<file path="config.mk">
export PLATFORM = sky130hd
export DESIGN_NAME = stopwatch_seg_scan
export DESIGN_NICKNAME = d
export VERILOG_FILES = /design/src/rtl/stopwatch_pkg.sv /design/src/rtl/bcd_to_seg7.sv /design/src/rtl/stopwatch_seg_scan.sv
export SDC_FILE = /design/constraint.sdc
export NUM_CORES = 1
export LEC_CHECK = 0
export ABC_AREA = 1
export ABC_CLOCK_PERIOD_IN_PS = 2210
export BUFFER_PORTS_ARGS = -buffer_cell sky130_fd_sc_hd__buf_2
export CORE_MARGIN = 2
export CORE_UTILIZATION = 61
export CTS_BUF_LIST = sky130_fd_sc_hd__clkbuf_8 sky130_fd_sc_hd__clkbuf_16
export DETAILED_ROUTE_END_ITERATION = 12
export PLACE_DENSITY_LB_ADDON = 0.2
export SLEW_MARGIN = 20
export SYNTH_ARGS = -nofsm -noshare
export SYNTH_HDL_FRONTEND = slang
export SYNTH_SLANG_ARGS = --single-unit
</file>
<file path="constraint.sdc">
create_clock -name clk -period 2.21 [get_ports clk]
set_input_delay 0.442 -clock clk [delete_from_list [all_inputs] [get_ports clk]]
set_output_delay 0.442 -clock clk [all_outputs]
set_load 0.01 [all_outputs]
</file>
<file path="src/rtl/stopwatch_pkg.sv">
// Shared constants for the stopwatch display back end: active-low segment
// patterns ({g,f,e,d,c,b,a}) and the digit scan index encoding.
package stopwatch_pkg;

  localparam logic [6:0] SEG_0    = 7'b1000000;
  localparam logic [6:0] SEG_1    = 7'b1111001;
  localparam logic [6:0] SEG_2    = 7'b0100100;
  localparam logic [6:0] SEG_3    = 7'b0110000;
  localparam logic [6:0] SEG_4    = 7'b0011001;
  localparam logic [6:0] SEG_5    = 7'b0010010;
  localparam logic [6:0] SEG_6    = 7'b0000010;
  localparam logic [6:0] SEG_7    = 7'b1111000;
  localparam logic [6:0] SEG_8    = 7'b0000000;
  localparam logic [6:0] SEG_9    = 7'b0010000;
  localparam logic [6:0] SEG_DASH = 7'b0111111;
  localparam logic [6:0] SEG_OFF  = 7'b1111111;

  localparam logic [2:0] AN_OFF   = 3'b111;

  typedef enum logic [1:0] {
    DIG_TENTHS  = 2'd0,
    DIG_SECONDS = 2'd1,
    DIG_MINUTES = 2'd2,
    DIG_INVALID = 2'd3
  } dig_idx_e;

endpackage

</file>
<file path="src/rtl/bcd_to_seg7.sv">
// Combinational BCD to active-low seven-segment decoder; non-BCD codes
// show a dash so a corrupted digit is visible on the display.
module bcd_to_seg7
  import stopwatch_pkg::*;
(
  input  logic [3:0] bcd,
  output logic [6:0] seg
);

  always_comb begin
    seg = SEG_DASH;
    case (bcd)
      4'd0:    seg = SEG_0;
      4'd1:    seg = SEG_1;
      4'd2:    seg = SEG_2;
      4'd3:    seg = SEG_3;
      4'd4:    seg = SEG_4;
      4'd5:    seg = SEG_5;
      4'd6:    seg = SEG_6;
      4'd7:    seg = SEG_7;
      4'd8:    seg = SEG_8;
      4'd9:    seg = SEG_9;
      default: seg = SEG_DASH;
    endcase
  end

endmodule

</file>
<file path="src/rtl/stopwatch_seg_scan.sv">
// Time-multiplexed 3-digit common-anode display driver with lap snapshot,
// flash blanking and leading-zero suppression; an/seg/dp are registered together.
module stopwatch_seg_scan
  import stopwatch_pkg::*;
#(
  parameter int REFRESH_DIV = 50000,
  parameter int FLASH_DIV   = 25000000,
  parameter bit BLANK_LZ    = 1'b1
) (
  input  logic       clk,
  input  logic       reset,
  input  logic [3:0] minutes_bcd,
  input  logic [3:0] seconds_bcd,
  input  logic [3:0] tenths_bcd,
  input  logic       flash,
  input  logic       lap_hold,
  output logic [2:0] an,
  output logic [6:0] seg,
  output logic       dp
);

  localparam int RW = (REFRESH_DIV > 2) ? $clog2(REFRESH_DIV) : 1;
  localparam int FW = (FLASH_DIV > 2) ? $clog2(FLASH_DIV) : 1;
  localparam logic [RW-1:0] R_TC = RW'(REFRESH_DIV - 1);
  localparam logic [FW-1:0] F_TC = FW'(FLASH_DIV - 1);

  logic [11:0]   snap_q, snap_d;
  logic [RW-1:0] rcnt_q, rcnt_d;
  dig_idx_e      idx_q, idx_d;
  logic [FW-1:0] fcnt_q, fcnt_d;
  logic          phase_q, phase_d;
  logic [2:0]    an_q, an_d;
  logic [6:0]    seg_q, seg_d;
  logic          dp_q, dp_d;

  logic [3:0]    dig;
  logic [6:0]    dec_seg;

  // Snapshot follows the inputs unless a lap time is being held.
  always_comb begin
    snap_d = snap_q;
    if (!lap_hold) snap_d = {minutes_bcd, seconds_bcd, tenths_bcd};
  end

  always_comb begin
    rcnt_d = rcnt_q + 1'b1;
    idx_d  = idx_q;
    if (rcnt_q == R_TC) begin
      rcnt_d = '0;
      case (idx_q)
        DIG_TENTHS:  idx_d = DIG_SECONDS;
        DIG_SECONDS: idx_d = DIG_MINUTES;
        default:     idx_d = DIG_TENTHS;
      endcase
    end
    if (idx_q == DIG_INVALID) idx_d = DIG_TENTHS;
  end

  // Flash phase restarts visible whenever flash is low.
  always_comb begin
    fcnt_d  = '0;
    phase_d = 1'b1;
    if (flash) begin
      phase_d = phase_q;
      if (fcnt_q == F_TC) begin
        fcnt_d  = '0;
        phase_d = ~phase_q;
      end else begin
        fcnt_d = fcnt_q + 1'b1;
      end
    end
  end

  always_comb begin
    dig = 4'h0;
    case (idx_q)
      DIG_TENTHS:  dig = snap_q[3:0];
      DIG_SECONDS: dig = snap_q[7:4];
      DIG_MINUTES: dig = snap_q[11:8];
      default:     dig = 4'h0;
    endcase
  end

  bcd_to_seg7 u_dec (
    .bcd (dig),
    .seg (dec_seg)
  );

  always_comb begin
    an_d  = AN_OFF;
    seg_d = dec_seg;
    dp_d  = 1'b1;
    case (idx_q)
      DIG_TENTHS:  an_d = 3'b110;
      DIG_SECONDS: begin
        an_d = 3'b101;
        dp_d = 1'b0;
      end
      DIG_MINUTES: begin
        an_d = 3'b011;
        if (BLANK_LZ && (snap_q[11:8] == 4'h0)) seg_d = SEG_OFF;
      end
      default:     seg_d = SEG_OFF;
    endcase
    if (!phase_q) begin
      an_d = AN_OFF;
      dp_d = 1'b1;
    end
  end

  always_ff @(posedge clk) begin
    if (reset) begin
      snap_q  <= '0;
      rcnt_q  <= '0;
      idx_q   <= DIG_TENTHS;
      fcnt_q  <= '0;
      phase_q <= 1'b1;
      an_q    <= AN_OFF;
      seg_q   <= SEG_OFF;
      dp_q    <= 1'b1;
    end else begin
      snap_q  <= snap_d;
      rcnt_q  <= rcnt_d;
      idx_q   <= idx_d;
      fcnt_q  <= fcnt_d;
      phase_q <= phase_d;
      an_q    <= an_d;
      seg_q   <= seg_d;
      dp_q    <= dp_d;
    end
  end

  assign an  = an_q;
  assign seg = seg_q;
  assign dp  = dp_q;

endmodule

</file>
## Word-level counts from Yosys, hierarchy flattened

Memories as Yosys holds them, arrays and structs flattened.
Cells that the tools add are included.

| storage, ports and cells | value |
|---|---|
| bits in registers | 67 |
| ROM bits | 112 |
| input bits | 16 |
| output and inout bits | 11 |
| logic and storage cells | 32 |
| memories | 1 |

Memories:

| name | words | width | rd ports | clocked after memory_dff | write ports | RTL line | text |
|---|---|---|---|---|---|---|---|
| (name not given) | 16 | 7 | 1 | 0 | 0 | bcd_to_seg7.sv:12 | `case (bcd)` |

| cells by class | value |
|---|---|
| $add $sub $neg | 2 |
| equal/unequal tests | 5 |
| muxes and demuxes | 6 |
| bitwise logic cells | 2 |
| reductions and logical operators | 8 |

Operator list:

| operator | count |
|---|---|
| $add 25x1->25 const B | 1 |
| $eq 25x25->1 const B | 1 |
| $add 16x1->16 const B | 1 |
| $eq 16x16->1 const B | 1 |
| $pmux 7 s2 | 1 |
| $pmux 4 s3 | 1 |
| $reduce_or 2->1 | 5 |
| $pmux 3 s3 | 1 |
| $mux 7 | 1 |
| $eq 2x2->1 const B | 2 |
| $logic_not 4->1 | 1 |
| $pmux 2 s2 | 1 |
| $reduce_or 3->1 | 1 |
| $eq 2x1->1 const B | 1 |
| $logic_not 2->1 | 1 |
| $not 1->1 | 2 |
| $mux 1 | 1 |

## Longest topological paths before layout

An unclocked memory read counts as a cell.

| depth | value |
|---|---|
| depth in word-level cells | 5 |
| gate-level depth with buffers | 11 |
| depth with buffers taken out | 11 |

## Modules after synthesis

From an unflattened synthesis, not the netlist that was laid out.

| second synthesis, totals | value |
|---|---|
| cells, all modules | 487 |
| area total of the unflattened synthesis | 3407.0 sq um |

By module, submodules not included:

| module | times used | cells each | area an instance (sq um) |
|---|---|---|---|
| stopwatch_seg_scan | 1 | 452 | 3219.3 |
| bcd_to_seg7 | 1 | 35 | 187.7 |

## Worst setup path after synthesis

Ideal clock, no wire load.

| timing path | value |
|---|---|
| path kind | reg2reg |
| start | reg idx_q[1] |
| end | reg seg_q[0], in the netlist seg[0] |
| setup time | 0.131 ns |
| data arrival time | 1.327 ns |
| required time | 2.079 ns |
| path slack | 0.752 ns |
| cell stages (with the launch flop) | 11 |
| path buffers | 0 |
| clock period less this slack | 1.458 ns |
| cells stage by stage | dfxtp_1 inv_1 nor2_2 nand2_1 nand3_1 inv_1 ha_1 inv_1 nand2_1 nand3_1 nand3_1 |

| on the way | value |
|---|---|
| word-level cells in the longest chain between the ends | 5 |
| elaborated cells between the ends (all ways) | 8 |

Ends and longest elaborated chain:

| element | RTL line | text |
|---|---|---|
| start: declaration | stopwatch_seg_scan.sv:29 | `dig_idx_e idx_q, idx_d;` |
| start signal: assignment | stopwatch_seg_scan.sv:124 | `idx_q <= idx_d;` |
| $eq 2x2->1, or another cell as far along | stopwatch_seg_scan.sv:76, stopwatch_seg_scan.sv:93 |  |
| $pmux 4 s3 | stopwatch_seg_scan.sv:76 | `case (idx_q)` |
| $mem_v2 16x7 | -- |  |
| $mux 7 | stopwatch_seg_scan.sv:101 | `if (BLANK_LZ && (snap_q[11:8] == 4'h0)) seg_d = SEG_OFF;` |
| $pmux 7 s2 (*) | stopwatch_seg_scan.sv:93 | `case (idx_q)` |
| end signal: assignment | stopwatch_seg_scan.sv:128 | `seg_q <= seg_d;` |
| end: declaration | stopwatch_seg_scan.sv:33 | `logic [6:0] seg_q, seg_d;` |

Every way passes the cells marked *; elsewhere a longest branch is shown, timed or not.
A chain may end at the register's enable or synchronous reset.

## Final worst setup path

| timing path | value |
|---|---|
| start | reg idx_q[0] |
| end | reg seg_q[0], in the netlist seg[0] |

The elaborated chain is that of the path after synthesis.

==> run_results.csv <==
group,metric,value,unit
floorplan,die-area,0.00595,mm2
clocking,cts_sinks,66,
global_routing,track_usage,0.229,
sta,setup_violations,0,
setup_path,max_stage_delay,410,ps
sta,fin_crit,1770,ps
setup_path,cp_cell_sequence,"inv_2 > nor2_2 > nand2_1 > nand3_1 > inv_1 > ha_1 > inv_1 > nand2_1 > nand3_1 > nand3_1",
cells_and_area,layout-drive-gt1-share,0.126,
pwr,seqPwrFrac,0.513,
placement,placed_area,0.00343,mm2
placement,dp.cells,561,
cells_and_area,diodes,0,
floorplan,start_util,0.635,
clocking,hold_buffers,0,
synthesis,synthMuxAreaShare,0,
pwr,p_sw_frac,0.232,
setup_path,worst-r2r-cell-count,10,
global_routing,grt_max_degree,26,
synthesis,ys_seq_area_frac,0.405,
synthesis,synth_compound_area_frac,0.0702,
pwr,p_int,1.86,mW
sta,drv_slew,0,
pwr,max-vdd-ir-drop,0.438,mV
sta,grt_setup_unrepaired,"false",
setup_path,critPathSlowestCell,"dfxtp_1",
sta,hold_viol_final,0,
synthesis,synth_top_family_by_area,"simple AND/OR/NAND/NOR gates",
setup_path,crit_start,"idx_q[0]",
detailed_routing,drc,0,
synthesis,synth_flop_cell,"dfxtp_1",
sta,slew_headroom,0.706,
synthesis,yosysUniqueCellTypes,31,
floorplan,coreArea,0.00514,mm2
setup_path,critPathMostFrequentCell,"nand3_1",
detailed_routing,wl_per_cell,11.4,um
hold_path,whs_path_depth,3,
setup_path,cp-endpoint,"seg[0]",
sta,worst_slew_pin_slew,437,ps
floorplan,die_x,77.1,um
pwr,cellLeakagePower,1.36,nW
floorplan,pin_count,27,
outcome,status,"complete, no violations",
placement,gp_congestion,0.887,
synthesis,synth_fa_ha_area_frac,0.0345,
sta,fmax,566,MHz
synthesis,synth_edf_count,0,
clocking,h-tree-depth,3,
detailed_routing,vias,2931,
setup_path,crit_type,"flop to flop",
clocking,clk_path_buf_depth,2,
global_routing,grt_first_pass_wirelength,11300,um
synthesis,syn_avg_cell_area,6.94,um2
global_routing,grt_overflow,0,
synthesis,netlist_instances,470,
sta,setup_tns,0,ps
clocking,root_buffer,"clkbuf_8",
pwr,p_switching,561,uW
floorplan,row_count,26,
sta,setup_ws,444,ps
detailed_routing,postRouteAntennaNets,0,
clocking,clock_latency,330,ps
floorplan,die_h,77.1,um
clocking,cts_setup_buffers,0,
pwr,p_per_area,666,mW/mm2
setup_path,startpoint_type,"flop",
synthesis,synth.ff_latch_count,66,
hold_path,hp-start,"tenths_bcd[0]",
cells_and_area,syn2layout_area_growth,11.4,%
cells_and_area,final_cells,577,
global_routing,grt_pass1_vias,2637,
synthesis,async_flop_share,0,
synthesis,synth_nets,495,
clocking,cts_tree,"built",
synthesis,synth_xor_area_frac,0.0376,
clocking,cts-buffers-inserted,9,
hold_path,hold_path_class,"primary input to flop",
detailed_routing,drtIter0Drc,181,
setup_path,r2r_setup_slack,440,ps
setup_path,arrival,1970,ps
detailed_routing,dr.pass1.iters,4,
job,cap_viol_max_count,0,
synthesis,yosys.area_share.simple,0.376,
cells_and_area,post-route-cell-area,0.00363,mm2
clocking,path_clk_slew,70,ps
synthesis,syn_area,0.00326,mm2
detailed_routing,detail_route.wirelength,6570,um
setup_path,crit_required,2420,ps
sta,worst_clock_skew,5.52,ps
cells_and_area,fill_cells,437,
pwr,power_frac_clock,0.425,
cells_and_area,final_nets,527,
pwr,power.total,2.42,mW
global_routing,antenna_found_initial,0,
placement,dpl.hpwl,4910,um
detailed_routing,viasPerCell,5.08,
pwr,power_frac_comb,0.062,
setup_path,r2r_end,"seg[0]",
clocking,cts.repair.resized,0,
setup_path,cp-end-kind,"flop",
setup_path,crit_fanout,6,
placement,pre_cts_ws,507,ps
placement,port_buffers,26,
sta,fin_crit_sh,0.799,
setup_path,reg2reg_from,"idx_q[0]",
synthesis,yosys_warnings,0,
-- area by class of cell --
type / count / area (um2) / area share
clock inverter: 5 / 52.6 / 0.0145
clock buffer: 11 / 151 / 0.0417
inverter: 52 / 195 / 0.0537
tap: 70 / 87.6 / 0.0241
sequential: 66 / 1320 / 0.364
multi-input combinational: 346 / 1690 / 0.465
timing repair buffer: 27 / 138 / 0.0379
-- metrics by stage --
step	hold slack, ps	utilization
final	348	0.707
after CTS	344	0.707
after global placement	428	0.667
after floorplan	418	-
after detailed placement	437	0.667
after global routing	368	0.707
-- worst min-delay path by stage --
stage	to	slack, ps
6_report	snap_q[0]	350
5_1_grt	snap_q[5]	370
4_1_cts	snap_q[0]	340
3_5_place_dp	rcnt_q[0]	440
3_3_place_gp	rcnt_q[0]	430
2_1_floorplan	rcnt_q[0]	420
-- cell usage after synthesis, types with 6 or more instances --
cell type,number,share of area
a21oi_1,23,0.035
dfxtp_1,66,0.41
ha_1,9,0.035
inv_1,49,0.056
nand2_1,114,0.13
nand2_2,6,0.012
nand3_1,33,0.051
nand4_1,12,0.023
nor2_1,92,0.11
nor3_1,6,0.0092
o21ai_0,14,0.021
xor2_1,9,0.024
-- power by group through the flow --
stage / sequential (mW) / clock, mW / combinational [mW]
finish: 1.24 / 1.03 / 0.150
global route: 1.24 / 1.10 / 0.173
CTS: 1.24 / 1.04 / 0.151
detailed placement: 1.27 / 0 / 0.150
global placement: 1.27 / 0 / 0.144
floorplan: 1.27 / 0 / 0.0999
-- cell families (layout without fill, tap and decap cells) --
group           after synthesis  in the layout
xor+xnor                     14             14
compound gates               43             43
buf+inv                      58             95
fa+ha+maj                     9              9
simple gates                280            280
flops                        66             66
-- routing by layer --
metal	global-route usage	vias up	wire, um
met3	0.0376	12	245
li1	-	1547	-
met2	0.387	53	3080
met1	0.296	1319	3170
met4	0.0821	0	80
met5	0	-	0
-- critical path, delay by kind of cell, from the launching register on --
family / cells / cell delay [ps]
fa+ha+maj: 1 / 230
buf+inv: 3 / 270
flops: 1 / 410
simple gates: 6 / 730
-- state kept, by name (all words and copies together) (netlist names) --
register and count:
phase_q 1, seg 7, rcnt_q 16, fcnt_q 25, an 3, snap_q 12
idx_q 2
-- cells in the final DEF (no fill, tap or decap), types with 3 or more instances in the layout --
master and n:
nand2_2 6, nor3_1 6, nor2_4 3, inv_1 49, nand3_1 33, ha_1 9, buf_2 26, a21oi_1 23
nor2_2 5, nor2_1 92, dfxtp_1 66, clkinv_2 3, xnor2_1 5, o21ai_0 14, nand2_1 114, nand4_1 12
nand3b_1 4, clkbuf_8 11, xor2_1 9
(Power assumes the default switching activity.)
